==> src/rtl/cpu_pipechain.sv <==
// cpu_pipechain: elastic valid/ready register chain with bubble collapsing,
// synchronous flush and an occupancy count.
module cpu_pipechain #(
    parameter int PIPE_WIDTH = 32,
    parameter int PIPE_DEPTH = 2
) (
    input  logic                          clk,
    input  logic                          rst_n,
    input  logic                          in_valid,
    output logic                          in_ready,
    input  logic [PIPE_WIDTH-1:0]         in_data,
    output logic                          out_valid,
    input  logic                          out_ready,
    output logic [PIPE_WIDTH-1:0]         out_data,
    input  logic                          flush,
    output logic [$clog2(PIPE_DEPTH+1)-1:0] count
);
    localparam int CW = $clog2(PIPE_DEPTH + 1);

    logic [PIPE_DEPTH-1:0] v_q, v_d, rdy;
    logic [PIPE_DEPTH:0]   src_v;
    logic [PIPE_WIDTH-1:0] d_q [PIPE_DEPTH];
    logic [PIPE_WIDTH-1:0] d_d [PIPE_DEPTH];
    logic [PIPE_WIDTH-1:0] src_d [PIPE_DEPTH+1];
    logic                  all_v;
    logic [CW-1:0]         cnt;

    // A stage is ready unless it and every stage after it are full with the output stalled.
    always_comb begin
        all_v = 1'b1;
        for (int i = PIPE_DEPTH - 1; i >= 0; i--) begin
            all_v  = all_v & v_q[i];
            rdy[i] = out_ready | ~all_v;
        end
    end

    always_comb begin
        src_v    = {v_q, in_valid};
        src_d[0] = in_data;
        for (int i = 0; i < PIPE_DEPTH; i++) src_d[i+1] = d_q[i];
        v_d = v_q;
        d_d = d_q;
        cnt = '0;
        for (int i = 0; i < PIPE_DEPTH; i++) begin
            cnt = cnt + CW'(v_q[i]);
            if (flush) begin
                v_d[i] = 1'b0;
            end else if (rdy[i]) begin
                v_d[i] = src_v[i];
                if (src_v[i]) d_d[i] = src_d[i];
            end
        end
    end

    always_ff @(posedge clk) begin
        if (!rst_n) begin
            v_q <= '0;
            d_q <= '{default: '0};
        end else begin
            v_q <= v_d;
            d_q <= d_d;
        end
    end

    assign in_ready  = rdy[0] & ~flush;
    assign out_valid = v_q[PIPE_DEPTH-1] & ~flush;
    assign out_data  = d_q[PIPE_DEPTH-1];
    assign count     = cnt;
endmodule

==> config.mk <==
export PLATFORM = sky130hd
export DESIGN_NAME = cpu_pipechain
export DESIGN_NICKNAME = d
export VERILOG_FILES = /design/src/rtl/cpu_pipechain.sv
export SDC_FILE = /design/constraint.sdc
export NUM_CORES = 1
export LEC_CHECK = 0
export ABC_AREA = 1
export CAP_MARGIN = 10
export CORE_MARGIN = 2
export CORE_UTILIZATION = 51
export CTS_CLUSTER_DIAMETER = 200
export DETAILED_ROUTE_END_ITERATION = 16
export PLACE_DENSITY = 0.81
export SETUP_SLACK_MARGIN = 0.4
export SKIP_CTS_REPAIR_TIMING = 1
export SYNTH_ARGS = -nofsm -noshare
export SYNTH_HDL_FRONTEND = slang
export SYNTH_SLANG_ARGS = --single-unit
==> constraint.sdc <==
create_clock -name clk -period 1.7 [get_ports clk]
set_input_delay 0.255 -clock clk [delete_from_list [all_inputs] [get_ports clk]]
set_output_delay 0.255 -clock clk [all_outputs]
set_load 0.005 [all_outputs]
==> results of run 1 <==
## final cells by class
| type | count | area [um2] | area share, % |
|---|---|---|---|
| Clock inverter | 2 | 60.1 | 1.41 |
| Inverter | 100 | 375 | 8.83 |
| Tap cell | 77 | 96.3 | 2.27 |
| Timing Repair Buffer | 87 | 1000 | 23.5 |
| Sequential cell | 66 | 1350 | 31.7 |
| Multi-Input combinational cell | 268 | 1210 | 28.6 |
| Clock buffer | 13 | 159 | 3.74 |
## synthesized netlist by cell type
library cell    n  area [um2]
nand2_1       100         375
inv_1          98         368
dfxtp_1        66        1320
nor2_1         65         244
a21oi_1        35         175
buf_4          33         248
nand3_1        33         165
nand4_1        32         200
buf_2          19        95.1
buf_1           7        26.3
clkbuf_1        4        15.0
buf_6           3        33.8
inv_2           2        7.51
ha_1            1        12.5
nand3_2         1        10.0
nor2_4          1        11.3
## report_power, final
part | switching [mW] | leakage [nW] | internal [mW]
clock | 0.542 | 0.110 | 0.900
sequential | 0.0275 | 0.549 | 1.63
combinational | 0.248 | 1.97 | 0.240
## cells in the final DEF, fill, tap and decap left out, drive strengths merged, types with 17 or more instances in the layout
master,instances
clkdlybuf4s50,35
dfxtp,66
a21oi,35
dlymetal6s2s,34
nor2,66
buf,17
nand4,32
nand3,34
nand2,100
inv,100
## worst min path at each step
stage	startpoint	to	slack, ns	cells past startpoint
2_1_floorplan	out_data[0]	out_data[0]	0.45	2
3_3_place_gp	out_data[24]	out_data[24]	0.46	2
3_5_place_dp	out_data[3]	out_data[3]	0.47	2
4_1_cts	rst_n	out_data[31]	0.40	4
5_1_grt	rst_n	out_data[17]	0.41	4
6_report	rst_n	out_data[17]	0.39	4
## worst max-delay path, stage by stage, from the launching register on
cell and delay [ns]:
dfxtp_4 0.36, ha_4 0.17, a21oi_2 0.13, dlymetal6s2s_1 0.14
## flip-flops by register name (all words and copies together), names as in the netlist
| name | count |
|---|---|
| out_data | 32 |
| v_q | 2 |
| d_q | 32 |
## kinds of logic (layout without fill, tap and decap cells)
kind of cell | Yosys count | in the layout | synth area share [%]
adder cells (fa/ha/maj) | 1 | 1 | 0.378
flip-flops | 66 | 66 | 39.9
AND/OR/NAND/NOR | 232 | 232 | 30.4
buffers and inverters | 166 | 202 | 24.0
AO/OA/AOI/OAI | 35 | 35 | 5.30
## per-stage QoR
stage	setup TNS, ns	worst slack (ns)	hold slack [ns]	power [mW]
3_3_place_gp	0	0.0618	0.459	2.16
3_5_place_dp	0	0.0189	0.468	2.18
6_report	0	0.305	0.395	3.58
4_1_cts	-0.258	-0.194	0.397	3.62
2_1_floorplan	0	0.484	0.453	2.00
5_1_grt	0	0.231	0.412	3.77
## routing by layer
metal | vias to the layer above | global-route usage [%] | share of wire (%)
li1 | 1537 | - | -
met1 | 1262 | 25.7 | 45
met2 | 95 | 33.9 | 47
met3 | 13 | 3.64 | 6.5
met4 | 0 | 8.51 | 1.9
met5 | - | 0 | 0
==> results.tsv, run 1 <==
metric	value	unit
outcome	complete, no violations	
final_cells	613	
ys_seq_elements	66	
cts_buffers	9	
setup_viol	0	
drtIter0Drc	147	
syn2layout_area_growth	28.6	%
gp_congestion	0.785	
grt_pass1_vias	2719	
max_freq	717	MHz
grt_pass1_wl	11.9	mm
routed_wl	7.08	mm
yosys_warnings	0	
syn_nets	538	
clk_pin_slew	0.07	ns
required	1.44	ns
r2r-end	d_q[44]	
num_rows	29	
avgSynthCellArea	6.62	um2
stdcell_area	4250	um2
core_area	6310	um2
start_util	52.4	%
p_per_area	842	nW/um2
drc	0	
clockRootBuffer	clkbuf_8	
tritoncts	yes	
dp_hpwl	4.50	mm
clock_skew	0.00545	ns
clk_latency	0.33	ns
synth_cell_types	16	
hold_viol	0	
rsz0062_at_grt	yes	
slew_headroom	81.9	%
cts_max_path_buffers	2	
grt_antenna_before_repair	0	
ys_seq_area_share	39.9	%
setup.worst_path.end_class	output pin	
final_util	67.4	%
wl_per_cell	11.6	um
placed_area	3900	um2
cp-endpoint	in_ready	
crit_start	v_q[1]	
reg2reg_from	v_q[1]	
min_period	1.39	ns
die_h	84.5	um
die-area	7150	um2
crit_type	reg2out	
dieWidth	84.5	um
grt_usage	20.2	%
arrival	1.14	ns
reg2reg_depth	7	
crit_fanout	4	
drive_above_1_share	10.3	%
grt_max_degree	66	
io_buffers	72	
cap_viol_max_count	0	
worstMarginPinSlew	0.271	ns
slew_violations	0	
rrSetupSlack	0.50	ns
viasPerCell	4.74	
num-nets-final	570	
antenna_left	0	
p_leak	2.63	nW
grt_remaining_overflow	0	
vias	2907	
syn_inst	500	
cts_htree_levels	3	
cp-start-kind	flip-flop	
vdd_drop_max	0.447	mV
ios	73	
timing.final.crit_share	82.0	%
syn-cell-area	3310	um2
drtPass1Iterations	5	
hold_class	in2reg	
numClockSinks	66	
nFillCells	571	
placed_cells	597	
insertedDiodeCount	0	
(Power assumes the default switching activity.)
==> run 2, diff against run 1 <==
- clock period: 1.7 -> 1.4 ns (I/O delays scaled with it)
==> results.tsv, run 2 (synthesized netlist as in run 1, its figures left out) <==
metric	value	unit	change
clk_pin_slew	0.07	ns	about the same
wl_per_cell	14.1	um	was 11.6 um
grt_pass1_vias	2583		was 2,719
hold_ws	0.296	ns	was 0.395 ns
rsz0062_at_grt	yes		unchanged
outcome	complete, no violations		unchanged
final_common_cell	inv_1		
viasPerCell	5.06		was 4.74
grt_antenna_before_repair	0		unchanged
required	1.67	ns	was 1.44 ns
p_leak	2.33	nW	was 2.63 nW
p_sw	1.16	mW	was 817 uW
pwr-share-clk	34.7	%	was 40.2%
insertedDiodeCount	0		unchanged
dp_hpwl	4.71	mm	was 4.50 mm
setup.worst_path.end_class	flip-flop		was output pin
cp-start-kind	flip-flop		unchanged
routed_wl	8.98	mm	was 7.08 mm
layout_common_cells	inv_1, nand2_1, nor2_1, clkdlybuf4s50_1		was inv_1, nand2_1, nor2_1, dfxtp_1, clkdlybuf4s50_1
grt_remaining_overflow	0		unchanged
p_per_area	919	nW/um2	was 842 nW/um2
crit_type	reg2reg		was reg2out
drtPass1Iterations	4		was 5
p_int	3.13	mW	was 2.77 mW
syn2layout_area_growth	41.4	%	was 28.6%
grt_max_degree	66		unchanged
gp_congestion	0.847		was 0.785
arrival	1.61	ns	was 1.14 ns
die-area	7150	um2	unchanged
setup_ws	0.0693	ns	was 0.305 ns
critical_path.max_stage_delay	0.36	ns	about the same
core_area	6310	um2	unchanged
worstPathCellList	ha_4 -> nand2_4 -> nand3_4 -> buf_6 -> nand2_2 -> inv_1 -> nor2_1		was ha_4 -> a21oi_2 -> dlymetal6s2s_1
swShare	27.1	%	was 22.8%
num-nets-final	592		was 570
numClockSinks	66		unchanged
placed_area	3960	um2	was 3900 um2
drc	0		unchanged
vdd_drop_max	0.565	mV	was 0.447 mV
drive_above_1_share	37.9	%	was 10.3%
drtIter0Drc	163		was 147
setup_viol	0		unchanged
hold_viol	0		unchanged
slew_headroom	74.6	%	was 81.9%
slew_violations	0		unchanged
clockRootBuffer	clkbuf_8		unchanged
cts_max_path_buffers	2		unchanged
crit_fanout	6		was 4
clk_latency	0.35	ns	was 0.33 ns
comb_power_share	18.2	%	was 13.6%
clock_skew	0.00633	ns	was 0.00545 ns
die_h	84.5	um	unchanged
stdcell_area	4680	um2	was 4250 um2
cap_viol_max_count	0		unchanged
dpl_worst_slack	-0.163	ns	was 0.0189 ns
io_buffers	72		unchanged
antenna_left	0		unchanged
tritoncts	yes		unchanged
seqPwrFrac	47.1	%	was 46.2%
start_util	52.4	%	unchanged
vias	3221		was 2,907
num_rows	29		unchanged
dieWidth	84.5	um	unchanged
min_period	1.33	ns	
worstMarginPinSlew	0.380	ns	was 0.271 ns
timing.final.crit_share	95.0	%	
ios	73		unchanged
cts_htree_levels	3		unchanged
nFillCells	461		was 571
hold_class	in2reg		unchanged
slowest_stage	dfxtp_4		unchanged
max_freq	751	MHz	
grt_usage	19.8	%	was 20.2%
grt_pass1_wl	11.4	mm	was 11.9 mm
cts_buffers	9		unchanged
## run 2: cell types whose count changed in the layout (fill, tap and decap cells not counted), moves of 9 or more
cell,delta
dlymetal6s2s_1,-31
inv_2,+21
inv_1,-22
a21oi_1,-22
dfxtp_1,-18
clkbuf_2,+27
a21oi_2,+21
buf_4,+9
dfxtp_2,+18
nand2_4,+25
nand2_1,-31
## run 2: power groups by stage
stage	sequential (mW)	clock, mW	combinational [mW]
after floorplan	2.04	0	0.397
after detailed placement	2.05	0	0.603
after global placement	2.05	0	0.592
after global routing	2.03	1.58	0.856
final	2.02	1.49	0.784
after CTS	2.01	1.49	0.609
## run 2: critical path, delay by kind of cell, from the launching register on
family,cells,cell delay (ns)
and+or+nand+nor,4,0.45
DFF,1,0.36
buffers and inverters,2,0.26
adders and majority gates,1,0.18
## run 2: worst paths after layout
check                             startpoint            to  slack (ns)  cells past startpoint
worst min-delay path                in_valid        v_q[0]        0.30                      3
worst max-delay path                  v_q[1]       d_q[38]        0.07                      7
worst max register to register        v_q[1]       d_q[38]        0.07                      7
worst min register to register  out_data[23]  out_data[23]        0.47                      2
## run 2: metal layers
metal,wire length [um],GRT usage [%]
met4,274,8.80
met5,0,0
met3,519,4.62
met1,3690,26.0
met2,4500,31.0
## run 2: area by class of cell
cell class / count / area, um2 / area share [%]
well taps: 77 / 96.3 / 2.06
repair buffers: 109 / 1110 / 23.8
clock inverters: 2 / 10.0 / 0.214
clock buffers: 14 / 173 / 3.69
inverters: 100 / 378 / 8.08
multi-input cells: 268 / 1540 / 32.9
flip-flops and latches: 66 / 1370 / 29.3
## run 2: per-stage QoR
| stage | utilization (%) | setup TNS (ns) | power, mW | instances |
|---|---|---|---|---|
| 2_1_floorplan | - | 0 | 2.44 | 500 |
| 3_3_place_gp | 62.8 | -4.10 | 2.64 | 603 |
| 3_5_place_dp | 62.8 | -5.40 | 2.66 | 603 |
| 4_1_cts | 65.7 | -1.42 | 4.11 | 619 |
| 5_1_grt | 74.1 | 0 | 4.47 | 636 |
| 6_report | 74.1 | 0 | 4.30 | 636 |
